===== config.mk =====
export PLATFORM = sky130hd
export DESIGN_NAME = vc_mem_arb_2to1
export DESIGN_NICKNAME = d
export VERILOG_FILES = /design/src/rtl/vc_mem_arb_2to1.sv
export SDC_FILE = /design/constraint.sdc
export NUM_CORES = 1
export LEC_CHECK = 0
export ABC_AREA = 1
export BUFFER_PORTS_ARGS = -buffer_cell sky130_fd_sc_hd__buf_2
export CORE_AREA = 5 5 122 124
export CTS_CLUSTER_DIAMETER = 200
export DETAILED_ROUTE_END_ITERATION = 16
export DIE_AREA = 0 0 127 129
export PLACE_DENSITY_LB_ADDON = 0.3
export SYNTH_ARGS = -nofsm -noshare
export SYNTH_HDL_FRONTEND = slang
export SYNTH_SLANG_ARGS = --single-unit

===== constraint.sdc =====
create_clock -name clk -period 2.3 [get_ports clk]
set_input_delay 0.69 -clock clk [delete_from_list [all_inputs] [get_ports clk]]
set_output_delay 0.69 -clock clk [all_outputs]
set_load 0.01 [all_outputs]

===== src/rtl/vc_mem_arb_2to1.sv =====
`timescale 1ns/1ps
// vc_mem_arb_2to1: round-robin 2:1 arbiter onto one val/rdy memory port.
// Requests pass through combinationally; a small id FIFO records grant order
// so in-order memory responses are steered back to the right requester.
// Optional: define VC_MEM_ARB_PERF_EN to add grant / full-stall counters.
module vc_mem_arb_2to1 #(
  parameter int p_req_msg_sz   = 67,
  parameter int p_resp_msg_sz  = 37,
  parameter int p_max_inflight = 4
) (
  input  logic                     clk,
  input  logic                     reset,
  input  logic                     req0_val,
  output logic                     req0_rdy,
  input  logic [p_req_msg_sz-1:0]  req0_msg,
  input  logic                     req1_val,
  output logic                     req1_rdy,
  input  logic [p_req_msg_sz-1:0]  req1_msg,
  output logic                     resp0_val,
  input  logic                     resp0_rdy,
  output logic [p_resp_msg_sz-1:0] resp0_msg,
  output logic                     resp1_val,
  input  logic                     resp1_rdy,
  output logic [p_resp_msg_sz-1:0] resp1_msg,
  output logic                     memreq_val,
  input  logic                     memreq_rdy,
  output logic [p_req_msg_sz-1:0]  memreq_msg,
  input  logic                     memresp_val,
  output logic                     memresp_rdy,
  input  logic [p_resp_msg_sz-1:0] memresp_msg
`ifdef VC_MEM_ARB_PERF_EN
  ,
  output logic [31:0]              perf_grant0,
  output logic [31:0]              perf_grant1,
  output logic [31:0]              perf_full_stall
`endif
);

  localparam int          PW       = $clog2(p_max_inflight);
  localparam logic [PW:0] CNT_FULL = (PW+1)'(p_max_inflight);
  localparam logic [PW:0] CNT_ONE  = (PW+1)'(1);
  localparam logic [PW-1:0] PTR_ONE = PW'(1);

  logic                      prio;
  logic [p_max_inflight-1:0] ids;
  logic [PW-1:0]             head, tail;
  logic [PW:0]               count;

  logic gnt_vld, gnt_id;
  logic full, empty, head_id;
  logic req_fire, resp_fire;

  // Grant: lone requester wins, a tie goes to the favoured one.
  always_comb begin
    gnt_vld = req0_val | req1_val;
    gnt_id  = (req0_val & req1_val) ? prio : req1_val;
  end

  assign full    = (count == CNT_FULL);
  assign empty   = (count == '0);
  assign head_id = ids[head];

  // Request side: message follows the grant; a full tracker blocks everyone.
  assign memreq_val = gnt_vld & ~full;
  assign memreq_msg = (gnt_vld & gnt_id) ? req1_msg : req0_msg;
  assign req0_rdy   = gnt_vld & ~gnt_id & memreq_rdy & ~full;
  assign req1_rdy   = gnt_vld &  gnt_id & memreq_rdy & ~full;
  assign req_fire   = memreq_val & memreq_rdy;

  // Response side: only the requester at the head of the tracker may take it,
  // so a stalled head blocks responses for the other requester.
  assign memresp_rdy = ~empty & (head_id ? resp1_rdy : resp0_rdy);
  assign resp0_val   = memresp_val & ~empty & ~head_id;
  assign resp1_val   = memresp_val & ~empty &  head_id;
  assign resp0_msg   = memresp_msg;
  assign resp1_msg   = memresp_msg;
  assign resp_fire   = memresp_val & memresp_rdy;

  // Tracker FIFO and round-robin priority; pointers wrap on their own width.
  always_ff @(posedge clk or negedge reset) begin
    if (!reset) begin
      prio  <= 1'b0;
      ids   <= '0;
      head  <= '0;
      tail  <= '0;
      count <= '0;
    end else begin
      if (req_fire) begin
        ids[tail] <= gnt_id;
        tail      <= tail + PTR_ONE;
        prio      <= ~gnt_id;
      end
      if (resp_fire) head <= head + PTR_ONE;
      case ({req_fire, resp_fire})
        2'b10:   count <= count + CNT_ONE;
        2'b01:   count <= count - CNT_ONE;
        default: count <= count;
      endcase
    end
  end

`ifdef VC_MEM_ARB_PERF_EN
  // Free-running event counters; wrap at 2^32.
  always_ff @(posedge clk or negedge reset) begin
    if (!reset) begin
      perf_grant0     <= '0;
      perf_grant1     <= '0;
      perf_full_stall <= '0;
    end else begin
      if (req_fire & ~gnt_id)  perf_grant0     <= perf_grant0 + 32'd1;
      if (req_fire &  gnt_id)  perf_grant1     <= perf_grant1 + 32'd1;
      if (gnt_vld & full)      perf_full_stall <= perf_full_stall + 32'd1;
    end
  end
`endif

endmodule

==> key figures <==
Timing
  • Actual slew at the worst max-slew pin: about 0.28 ns
  • Worst setup margin: -0.0438 ns
  • RSZ-0062 raised after global routing: yes
  • Fin. Hold Viols: 0
  • Final max-slew violation count: 0
  • Clock Skew: around 0.00043 ns
  • Fin crit share: 102%
  • Endpoints failing setup: 22
  • FMAX: between 400 and 500 MHz
  • Final Critical Period: 2.34 ns
  • Slew HR: between 80% and 90%
  • Setup Total Neg Slack: -0.292 ns

Die
  • Area of the die: 16,400 µm²
  • Starting density of the core: 15.2%
  • Row Count: 43
  • Die outline height: about 130 µm
  • Io pins: 326
  • Core area: 13,700 µm²
  • Die Span X: 127 µm

Detailed routing
  • DR iter-0 viols: around 160
  • Wirelength per Cell: 15.8 µm
  • Residual DRC: 0
  • WL met2: between 5 and 6 mm
  • Drt first pass iters: 4
  • Via/cell ratio: 3.74
  • Antenna Nets Post-Route: 0
  • WL met1: 4.93 mm
  • Via count: 2,696
  • Highest metal used: met4
  • DR WL met3: 1.20 mm
  • Routed wire length: 11.4 mm

Global route
  • GRT Residual Overflow: 0
  • Initial antenna violation count: 1
  • First-pass GRT wire length: 13.6 mm
  • Total GRT Usage: roughly a tenth
  • Largest net degree at the start of global routing: 39
  • Number of global-route vias before repair: 2,528

Critical path
  • CP max stage cell: buf_12
  • Slowest Stage Delay on Critical Path: 0.19 ns
  • Crit Path Max Fanout: 8
  • CP required: 1.61 ns
  • Critical Path AT: 1.65 ns
  • CP cell instances: buf_8 > inv_4 > o21ai_4 > buf_12 > buf_12 > clkbuf_16 > nand2_1 > nand2_1 > buf_2
  • CP endpoint kind: output port
  • CP Class: in2out
  • Worst setup SP type: input port

Clock network
  • Hold-fix buffer count after cts: 0
  • Worst-Skew Late Latency: ~0.24 ns
  • # H-tree levels: 1
  • CTS Sinks: 12
  • Root Buffer: clkbuf_16
  • Total CTS buffers: 3
  • CTS clk-pin slew, worst paths: 0.05 ns
  • Clock Path Buffers: 2
  • CTS tree: built

Synthesis
  • Synth top area share: 40.7%
  • Library cells used by synthesis: 17
  • Post-synth EDFFs: 0
  • FF+latch count, synth: 12
  • Synth top area cells: nand2_1 (41%), buf_4 (27%), dfrtp_1 (14%), ha_1 (3.0%), inv_1 (2.9%)
  • Post-Syn Instances: 380
  • Sequential area share after synthesis: 14.4%
  • Synth Flop Type: dfrtp_1
  • Yosys top cell by area: nand2_1
  • Post-Syn Area per Cell: ~5.5 µm²
  • Cell area after synthesis: roughly 2100 µm²
  • Most frequent cells after synthesis: nand2_1 (226), buf_4 (74), inv_1 (16), clkbuf_1 (12), dfrtp_1 (12)
  • Count leader, synth: nand2_1
  • Async SR Flop Fraction: 100%
  • Synth warn: 0
  • Syn Nets: 565

Status
  • Failing checks: setup timing
  • Status: complete, but fails checks

Power
  • VDD IR max: 0.379 mV
  • Pleak: ~0.0022 µW
  • PwrDens: 715 nW/µm²

Finish
  • Diode count: 0
  • Final Instance Area: roughly 3500 µm²
  • Number of fill cells: 1,592
  • Layout cells sized above 1: 52.4%
  • Area grow syn2layout: 70.3%
  • Layout Nets: 726

Placed design
  • Port bufs: 214
  • Placer Congestion: 0.768
  • DP Area: 2890 µm²
  • Post-DP HPWL: 7.95 mm

Worst hold path
  • Hold WC Path Type: in2async

Flow run
  • Max-cap viol count: 0
[final cells by class]
type / count / area [µm²] / area share, %
Timing Repair Buffer: 244 / 1640 / 46.3
Multi-Input combinational cell: 263 / 1200 / 34.0
Sequential cell: 12 / 300 / 8.47
Tap cell: 180 / 225 / 6.35
Clock buffer: 4 / 88.8 / 2.51
Inverter: 17 / 82.6 / 2.33
[final timing paths]
path | startpoint | endpoint | slack (ns) | cells after the start
setup / recovery | req0_val | memreq_msg[17] | -0.04 | 9
hold / removal | reset | head[1]$_DFFE_PN0P_ | 0.32 | 1
max in group asynchronous | reset | prio$_DFFE_PN0P_ | 1.76 | 1
hold reg to reg | ids[2]$_DFFE_PN0P_ | ids[2]$_DFFE_PN0P_ | 0.48 | 2
min in group clk | ids[2]$_DFFE_PN0P_ | ids[2]$_DFFE_PN0P_ | 0.48 | 2
setup reg to reg | head[0]$_DFFE_PN0P_ | count[2]$_DFFE_PN0P_ | 0.23 | 13
[state kept, by name, summed over array words and instances (netlist names)]
signal / flops
head: 2
tail: 2
count: 3
ids: 4
prio: 1
[metrics by stage]
stage | hold slack (ns) | setup slack, ns | std cells | total power (µW) | utilization (%)
after floorplan | 0.394 | 0.133 | 380 | 1300 | -
after global placement | 0.473 | -0.0238 | 696 | 1790 | 21.2
after detailed placement | 0.477 | -0.0208 | 696 | 1780 | 21.2
after CTS | 0.342 | -0.0192 | 700 | 2150 | 21.9
after global routing | 0.351 | -0.0772 | 720 | 2780 | 25.9
final | 0.322 | -0.0438 | 720 | 2530 | 25.9
[per-layer routing]
| metal | GRT usage, % | up-vias |
|---|---|---|
| met5 | 0 | - |
| met4 | 0.315 | 0 |
| met3 | 4.77 | 2 |
| met2 | 16.3 | 173 |
| met1 | 13.7 | 1138 |
| li1 | - | 1383 |
[cells in the final DEF (no fill, tap or decap)]
| master | synthesis | routed |
|---|---|---|
| ha_1 | 5 | 5 |
| a21oi_1 | 5 | 5 |
| nor2_2 | 1 | 3 |
| o21ai_0 | 8 | 8 |
| inv_4 | 0 | 1 |
| xor2_1 | 3 | 3 |
| buf_8 | 0 | 4 |
| buf_2 | 2 | 207 |
| o21ai_4 | 1 | 1 |
| nand2_1 | 226 | 199 |
| nand2_4 | 0 | 3 |
| clkbuf_8 | 0 | 1 |
| buf_4 | 74 | 9 |
| buf_6 | 0 | 7 |
| inv_1 | 16 | 15 |
| nand3_1 | 7 | 5 |
| fa_1 | 1 | 1 |
| inv_16 | 0 | 1 |
| xnor2_1 | 1 | 1 |
| buf_12 | 0 | 6 |
| buf_16 | 0 | 2 |
| dfrtp_1 | 12 | 12 |
| nor2_1 | 5 | 3 |
| nand3_2 | 0 | 2 |
| nand2_2 | 0 | 24 |
| clkbuf_16 | 0 | 12 |
[repair_timing]
item,CTS,global route
buffers inserted,0,6
endpoints found under the setup margin,19,70
hold endpoints to repair,0,0
pin swaps,0,11
gates resized for setup,4,54
cloned,0,14
[where the power goes]
part	switching, µW	internal (µW)
Sequential	94.3	318
Combinational	924	841
Clock	94.0	263
Total	1110	1420
[cell families after synthesis]
| family | after synthesis | share of synthesized area [%] |
|---|---|---|
| xor gates and xnor gates | 4 | 1.68 |
| buffers and inverters | 105 | 32.4 |
| adders and majority gates | 6 | 3.97 |
| DFF | 12 | 14.4 |
| AOI/OAI and AO/OA | 14 | 3.91 |
| and+or+nand+nor | 239 | 43.6 |
[worst max-delay path: cells and delay by family]
family          cells  cell delay [ns]
simple gates        2             0.13
compound gates      1             0.13
buf+inv             6             0.69
(Power assumes the default switching activity.)
